--- config.mk ---
export PLATFORM = sky130hd
export DESIGN_NAME = vga_timing_flat
export DESIGN_NICKNAME = d
export VERILOG_FILES = /design/src/rtl/vga_pkg.sv /design/src/rtl/vga_timing_if.sv /design/src/rtl/vga_axis_counter.sv /design/src/rtl/vga_timing.sv /design/src/flat_wrapper.sv
export SDC_FILE = /design/constraint.sdc
export NUM_CORES = 1
export LEC_CHECK = 0
export CORE_UTILIZATION = 54
export DETAILED_ROUTE_END_ITERATION = 12
export HOLD_SLACK_MARGIN = 0.12
export PLACE_DENSITY_LB_ADDON = 0.3
export REMOVE_ABC_BUFFERS = 1
export SYNTH_ARGS = -nofsm -noshare
export SYNTH_HDL_FRONTEND = slang
export SYNTH_SLANG_ARGS = --single-unit
--- constraint.sdc ---
create_clock -name clk_25 -period 3.58 [get_ports clk_25]
set_input_delay 0.716 -clock clk_25 [delete_from_list [all_inputs] [get_ports clk_25]]
set_output_delay 0.716 -clock clk_25 [all_outputs]
set_load 0.02 [all_outputs]
--- src/rtl/vga_pkg.sv ---
// vga_pkg: default 640x480@60 raster timing shared by the timing generator and the renderer
package vga_pkg;
    localparam int H_ACTIVE = 640;
    localparam int H_FP = 16;
    localparam int H_SYNC = 96;
    localparam int H_BP = 48;
    localparam int V_ACTIVE = 480;
    localparam int V_FP = 10;
    localparam int V_SYNC = 2;
    localparam int V_BP = 33;
    localparam int H_TOTAL = H_ACTIVE + H_FP + H_SYNC + H_BP;
    localparam int V_TOTAL = V_ACTIVE + V_FP + V_SYNC + V_BP;
    localparam int H_SYNC_START = H_ACTIVE + H_FP;
    localparam int H_SYNC_END = H_SYNC_START + H_SYNC;
    localparam int V_SYNC_START = V_ACTIVE + V_FP;
    localparam int V_SYNC_END = V_SYNC_START + V_SYNC;
    localparam int COORD_W = 10;
    typedef logic [COORD_W-1:0] coord_t;
endpackage

--- src/rtl/vga_timing_if.sv ---
// vga_timing_if: raster position, sync and strobe bundle from the timing generator to its consumers
interface vga_timing_if;
    import vga_pkg::*;
    coord_t sx;
    coord_t sy;
    logic active_pixel;
    logic hsync;
    logic vsync;
    logic line_start;
    logic frame_start;
    logic [15:0] frame_count;
    modport master (output sx, sy, active_pixel, hsync, vsync, line_start, frame_start, frame_count);
    modport slave (input sx, sy, active_pixel, hsync, vsync, line_start, frame_start, frame_count);
endinterface

--- src/rtl/vga_axis_counter.sv ---
// vga_axis_counter: one raster axis; wrapping position counter with active/sync decodes of its next value
module vga_axis_counter
    import vga_pkg::*;
#(
    parameter int TOTAL = H_TOTAL,
    parameter int ACT = H_ACTIVE,
    parameter int SYNC_START = H_SYNC_START,
    parameter int SYNC_END = H_SYNC_END
) (
    input  logic   clk,
    input  logic   rst,
    input  logic   inc,
    output coord_t value,
    output logic   wrap,
    output logic   act_nxt_o,
    output logic   sync_nxt_o
);
    coord_t value_q, value_d;
    if (TOTAL < 2 || TOTAL > 2 ** COORD_W) begin : g_total_check
        $error("vga_axis_counter: TOTAL must be within 2..1024");
    end
    // next position plus decodes of it, so the top can register them alongside the position
    always_comb begin
        wrap = inc && int'(value_q) == TOTAL - 1;
        value_d = inc ? (wrap ? '0 : value_q + 1'b1) : value_q;
        act_nxt_o = int'(value_d) < ACT;
        sync_nxt_o = int'(value_d) >= SYNC_START && int'(value_d) < SYNC_END;
    end
    // position register
    always_ff @(posedge clk) begin
        if (rst) value_q <= '0;
        else value_q <= value_d;
    end
    assign value = value_q;
endmodule

--- src/rtl/vga_timing.sv ---
// vga_timing: raster timing generator; every output registered on the same edge as the coordinates it describes
module vga_timing
    import vga_pkg::*;
#(
    parameter int H_ACTIVE = vga_pkg::H_ACTIVE,
    parameter int H_FP = vga_pkg::H_FP,
    parameter int H_SYNC = vga_pkg::H_SYNC,
    parameter int H_BP = vga_pkg::H_BP,
    parameter int V_ACTIVE = vga_pkg::V_ACTIVE,
    parameter int V_FP = vga_pkg::V_FP,
    parameter int V_SYNC = vga_pkg::V_SYNC,
    parameter int V_BP = vga_pkg::V_BP,
    parameter bit H_POL = 1'b0,
    parameter bit V_POL = 1'b0
) (
    input logic clk_25,
    input logic rst,
    vga_timing_if.master vga_o
);
    coord_t h_value, v_value;
    logic h_wrap, v_wrap, h_act, v_act, h_sync, v_sync;
    logic active_q, active_d, hsync_q, hsync_d, vsync_q, vsync_d;
    logic line_start_q, line_start_d, frame_start_q, frame_start_d;
    logic [15:0] frame_count_q, frame_count_d;
    vga_axis_counter #(
        .TOTAL(H_ACTIVE + H_FP + H_SYNC + H_BP),
        .ACT(H_ACTIVE),
        .SYNC_START(H_ACTIVE + H_FP),
        .SYNC_END(H_ACTIVE + H_FP + H_SYNC)
    ) u_h (
        .clk(clk_25), .rst(rst), .inc(1'b1), .value(h_value), .wrap(h_wrap),
        .act_nxt_o(h_act), .sync_nxt_o(h_sync)
    );
    vga_axis_counter #(
        .TOTAL(V_ACTIVE + V_FP + V_SYNC + V_BP),
        .ACT(V_ACTIVE),
        .SYNC_START(V_ACTIVE + V_FP),
        .SYNC_END(V_ACTIVE + V_FP + V_SYNC)
    ) u_v (
        .clk(clk_25), .rst(rst), .inc(h_wrap), .value(v_value), .wrap(v_wrap),
        .act_nxt_o(v_act), .sync_nxt_o(v_sync)
    );
    // a horizontal wrap lands on sx=0; a vertical wrap (only possible on a horizontal one) lands on (0,0)
    always_comb begin
        active_d = h_act && v_act;
        hsync_d = h_sync ? H_POL : ~H_POL;
        vsync_d = v_sync ? V_POL : ~V_POL;
        line_start_d = h_wrap;
        frame_start_d = v_wrap;
        frame_count_d = frame_count_q + 16'(v_wrap);
    end
    // decode registers, reset to the idle levels so release never produces a partial strobe
    always_ff @(posedge clk_25) begin
        if (rst) begin
            active_q <= 1'b0;
            hsync_q <= ~H_POL;
            vsync_q <= ~V_POL;
            line_start_q <= 1'b0;
            frame_start_q <= 1'b0;
            frame_count_q <= '0;
        end else begin
            active_q <= active_d;
            hsync_q <= hsync_d;
            vsync_q <= vsync_d;
            line_start_q <= line_start_d;
            frame_start_q <= frame_start_d;
            frame_count_q <= frame_count_d;
        end
    end
    assign vga_o.sx = h_value;
    assign vga_o.sy = v_value;
    assign vga_o.active_pixel = active_q;
    assign vga_o.hsync = hsync_q;
    assign vga_o.vsync = vsync_q;
    assign vga_o.line_start = line_start_q;
    assign vga_o.frame_start = frame_start_q;
    assign vga_o.frame_count = frame_count_q;
endmodule

--- src/flat_wrapper.sv ---
// flat-port wrapper written by rule: the top's interface ports become plain ports
module vga_timing_flat import vga_pkg::*;
#(
    parameter int H_ACTIVE = vga_pkg::H_ACTIVE,
    parameter int H_FP = vga_pkg::H_FP,
    parameter int H_SYNC = vga_pkg::H_SYNC,
    parameter int H_BP = vga_pkg::H_BP,
    parameter int V_ACTIVE = vga_pkg::V_ACTIVE,
    parameter int V_FP = vga_pkg::V_FP,
    parameter int V_SYNC = vga_pkg::V_SYNC,
    parameter int V_BP = vga_pkg::V_BP,
    parameter bit H_POL = 1'b0,
    parameter bit V_POL = 1'b0
)
  (clk_25, rst, vga_o_sx, vga_o_sy, vga_o_active_pixel, vga_o_hsync, vga_o_vsync, vga_o_line_start, vga_o_frame_start, vga_o_frame_count);
  vga_timing_if vga_o_i ();
  input logic clk_25;
  input logic rst;
  output wire logic [$bits(vga_o_i.sx)-1:0] vga_o_sx;
  output wire logic [$bits(vga_o_i.sy)-1:0] vga_o_sy;
  output wire logic [$bits(vga_o_i.active_pixel)-1:0] vga_o_active_pixel;
  output wire logic [$bits(vga_o_i.hsync)-1:0] vga_o_hsync;
  output wire logic [$bits(vga_o_i.vsync)-1:0] vga_o_vsync;
  output wire logic [$bits(vga_o_i.line_start)-1:0] vga_o_line_start;
  output wire logic [$bits(vga_o_i.frame_start)-1:0] vga_o_frame_start;
  output wire logic [$bits(vga_o_i.frame_count)-1:0] vga_o_frame_count;
  assign vga_o_sx = vga_o_i.sx;
  assign vga_o_sy = vga_o_i.sy;
  assign vga_o_active_pixel = vga_o_i.active_pixel;
  assign vga_o_hsync = vga_o_i.hsync;
  assign vga_o_vsync = vga_o_i.vsync;
  assign vga_o_line_start = vga_o_i.line_start;
  assign vga_o_frame_start = vga_o_i.frame_start;
  assign vga_o_frame_count = vga_o_i.frame_count;
  vga_timing #(.H_ACTIVE(H_ACTIVE), .H_FP(H_FP), .H_SYNC(H_SYNC), .H_BP(H_BP), .V_ACTIVE(V_ACTIVE), .V_FP(V_FP), .V_SYNC(V_SYNC), .V_BP(V_BP), .H_POL(H_POL), .V_POL(V_POL)) u_core (.clk_25(clk_25), .rst(rst), .vga_o(vga_o_i));
endmodule
==> flow_summary.yaml <==
final_layout:
  syn_to_final_growth_pct: 26.3
  drive_gt1_share_pct: 7.87
  final_nets: 274
  antenna_cells: 0
  final_common_cell: "clkdlybuf4s50_1"
  nFillCells: 282
  final_cell_mix: "clkdlybuf4s50_1 (42), dfxtp_1 (41), nor2_1 (32), xor2_1 (16), nand3_1 (13)"
synth:
  ys.flop_type: "dfxtp_1"
  synth-adder-area-share_pct: 3.15
  synth_top_family_by_area: "simple AND/OR/NAND/NOR gates"
  ys_warn_count: 0
  synthSimpleGateAreaFrac_pct: 30.8
  netlist_instances: 225
  synth_xor_area_share_pct: 11.0
  synth_seq_area_share_pct: 41.4
  ys_seq_elements: 41
  synth.area.top_cells: "dfxtp_1 (41%), xor2_1 (7.1%), nor2_1 (6.1%), xnor2_1 (4.0%), nand3_1 (3.3%)"
  synth-compound-area-share_pct: 9.84
  muxShareOfSynthArea_pct: 0.504
  syn_area_um2: 1980
  netlist.area_leader.share_pct: 41.4
  async_reset_ff_share_pct: 0
  yosys.area.top_type: "dfxtp_1"
  synth_cell_type_count: 48
  syn_area_per_cell_um2: 8.82
  synth_edf_count: 0
clock_network:
  postCtsSetupRepairBufs: 0
  cts_num_sinks: 41
  holdBufCountCts: 0
  cts_buffers: 5
  clk_pin_slew_ns: 0.11
  cts_max_level: 2
  cts_tree: "yes"
  cts_root_buffer: "clkbuf_4"
  ctsResizeCount: 0
  cts.path.max_buffers: 2
  clock_latency_ns: 0.35
placed_design:
  dp.final_hpwl_mm: 3.02
  gp_congestion: 0.847
  io_buffers: 42
min_path:
  min_path_type: "flip-flop to flip-flop"
critical_path:
  critical_path_class: "flip-flop to flip-flop"
  cp.arrival_ns: 2.95
  reg2reg_slack_ns: 0.89
  crit_fanout: 14
  critPathLaunchType: "flip-flop"
  cp.required_ns: 3.84
  setup.worst_path.end_class: "flip-flop"
power_and_ir_drop:
  power_density_nw_per_um2: 312
  clock_power_share_pct: 37.2
  switching_power_w: 0.000168
  leakagePower_nw: 0.875
  pwr-share-comb_pct: 3.6
  peakVddDrop_mv: 0.316
  sequentialPowerShare_pct: 59.2
  internal_power_w: 0.000614
  swShare_pct: 21.4
die:
  pin_count: 43
  start_util_pct: 58.1
  core_um2: 3420
  die_h_um: 62.6
  std_cell_rows: 21
  dieArea_um2: 3920
  fp.dieW_um: 62.6
drt:
  drt-initial-drc-count: 107
  drc: 0
  wire_per_inst_um: 13.2
  drt_first_pass_iters: 4
  dr_total_vias: 1721
  wl_mm: 4.13
  viasPerCell: 5.50
  drtAntennaViolNets: 0
timing:
  worst_pin_slew_ns: 0.730
  relSlewSlack_pct: 50.9
  fin_crit_ns: 2.69
  finalHoldViolCount: 0
  rsz0062_at_grt: "false"
  fin_skew_ns: 0.0137
  fmax_mhz: 371
  tns_ns: 0
  fin_crit_sh_pct: 75.2
  drv_slew: 0
  setup_viol: 0
  whs_ns: 0.499
global_route:
  grt_max_degree: 15
  grt_pass1_vias: 1499
  grt_pass1_wl_mm: 6.90
  antenna_found_initial: 0
  globalRouteTotalUtil_pct: 22.2
  overflow: 0
run_status:
  status: "finished, final reports clean"
run:
  drv_cap: 0
[synth_stat cells (3+ instances only)]
library cell / instances
a21oi_1: 6
and3_1: 5
clkbuf_1: 5
dfxtp_1: 41
ha_1: 5
inv_1: 6
nand2_1: 12
nand3_1: 13
nand4_1: 8
nor2_1: 32
nor2b_1: 6
nor3_1: 12
o21ai_0: 8
or3_1: 3
xnor2_1: 9
xor2_1: 16
[per-layer routing]
metal	vias up	share of wire [%]	global-route usage (%)
met1	798	44	27.5
met4	0	1.5	7.56
met5	-	0	0
met2	52	49	37.1
li1	864	-	-
met3	7	5.2	5.66
[worst max-delay path: stages, from the launching register on]
cell and delay (ns):
dfxtp_1 0.39, ha_1 0.31, nand4b_4 0.15, or3_4 0.49
nor2_1 0.16, ha_1 0.19, ha_1 0.18, and2_0 0.27
and3_1 0.19, nand3_1 0.08, xor2_1 0.16, nor2_1 0.05
[power groups by stage]
stage | Clock (W) | Sequential (W) | Combinational (W)
floorplan | 0 | 0.000477 | 0.00000755
global placement | 0 | 0.000473 | 0.0000285
detailed placement | 0 | 0.000474 | 0.0000285
CTS | 0.000294 | 0.000463 | 0.0000288
global route | 0.000314 | 0.000464 | 0.0000308
finish | 0.000291 | 0.000463 | 0.0000281
[cells by family (layout without fill, tap and decap cells)]
logic type      Yosys count  after routing
simple gates            111            111
buf+inv                  15             57
mux                       1              1
fa+ha+maj                 5              5
compound gates           27             27
xor+xnor                 25             25
flops                    41             41
[state kept, by name, summed over array words and instances, names as in the netlist]
name                       flops
u_core.vga_o.hsync             1
u_core.vga_o.vsync             1
u_core.u_v.value              10
u_core.vga_o.frame_start       1
u_core.vga_o.frame_count      16
u_core.vga_o.active_pixel      1
u_core.vga_o.line_start        1
u_core.u_h.value              10
[stage by stage]
step,cells,util [%],setup WS [ns],power [W],cell area [um2]
after floorplan,216,-,0.954,0.000485,1940
after global placement,306,71.2,0.979,0.000502,2430
after detailed placement,306,71.2,0.903,0.000502,2430
after CTS,313,73.4,0.884,0.000786,2510
after global routing,313,73.4,0.657,0.000810,2510
final,313,73.4,0.886,0.000782,2510
[cell type report]
type / instances / area (um2) / area share (%)
multi-input combinational: 169 / 1100 / 43.8
sequential: 41 / 821 / 32.8
timing repair buffer: 44 / 435 / 17.4
tap: 46 / 57.6 / 2.30
clock buffer: 5 / 37.5 / 1.50
clock inverter: 2 / 35.0 / 1.40
inverter: 6 / 22.5 / 0.899
[final timing paths]
check / endpoint / cells past startpoint / from
setup reg to reg: u_core.vga_o.frame_count[14] / 11 / u_core.u_h.value[0]
hold reg to reg: u_core.u_h.value[0] / 1 / u_core.u_h.value[0]
setup / recovery: u_core.vga_o.frame_count[14] / 11 / u_core.u_h.value[0]
hold / removal: u_core.u_h.value[0] / 1 / u_core.u_h.value[0]
No activity file was read; power rests on OpenSTA's default activity.
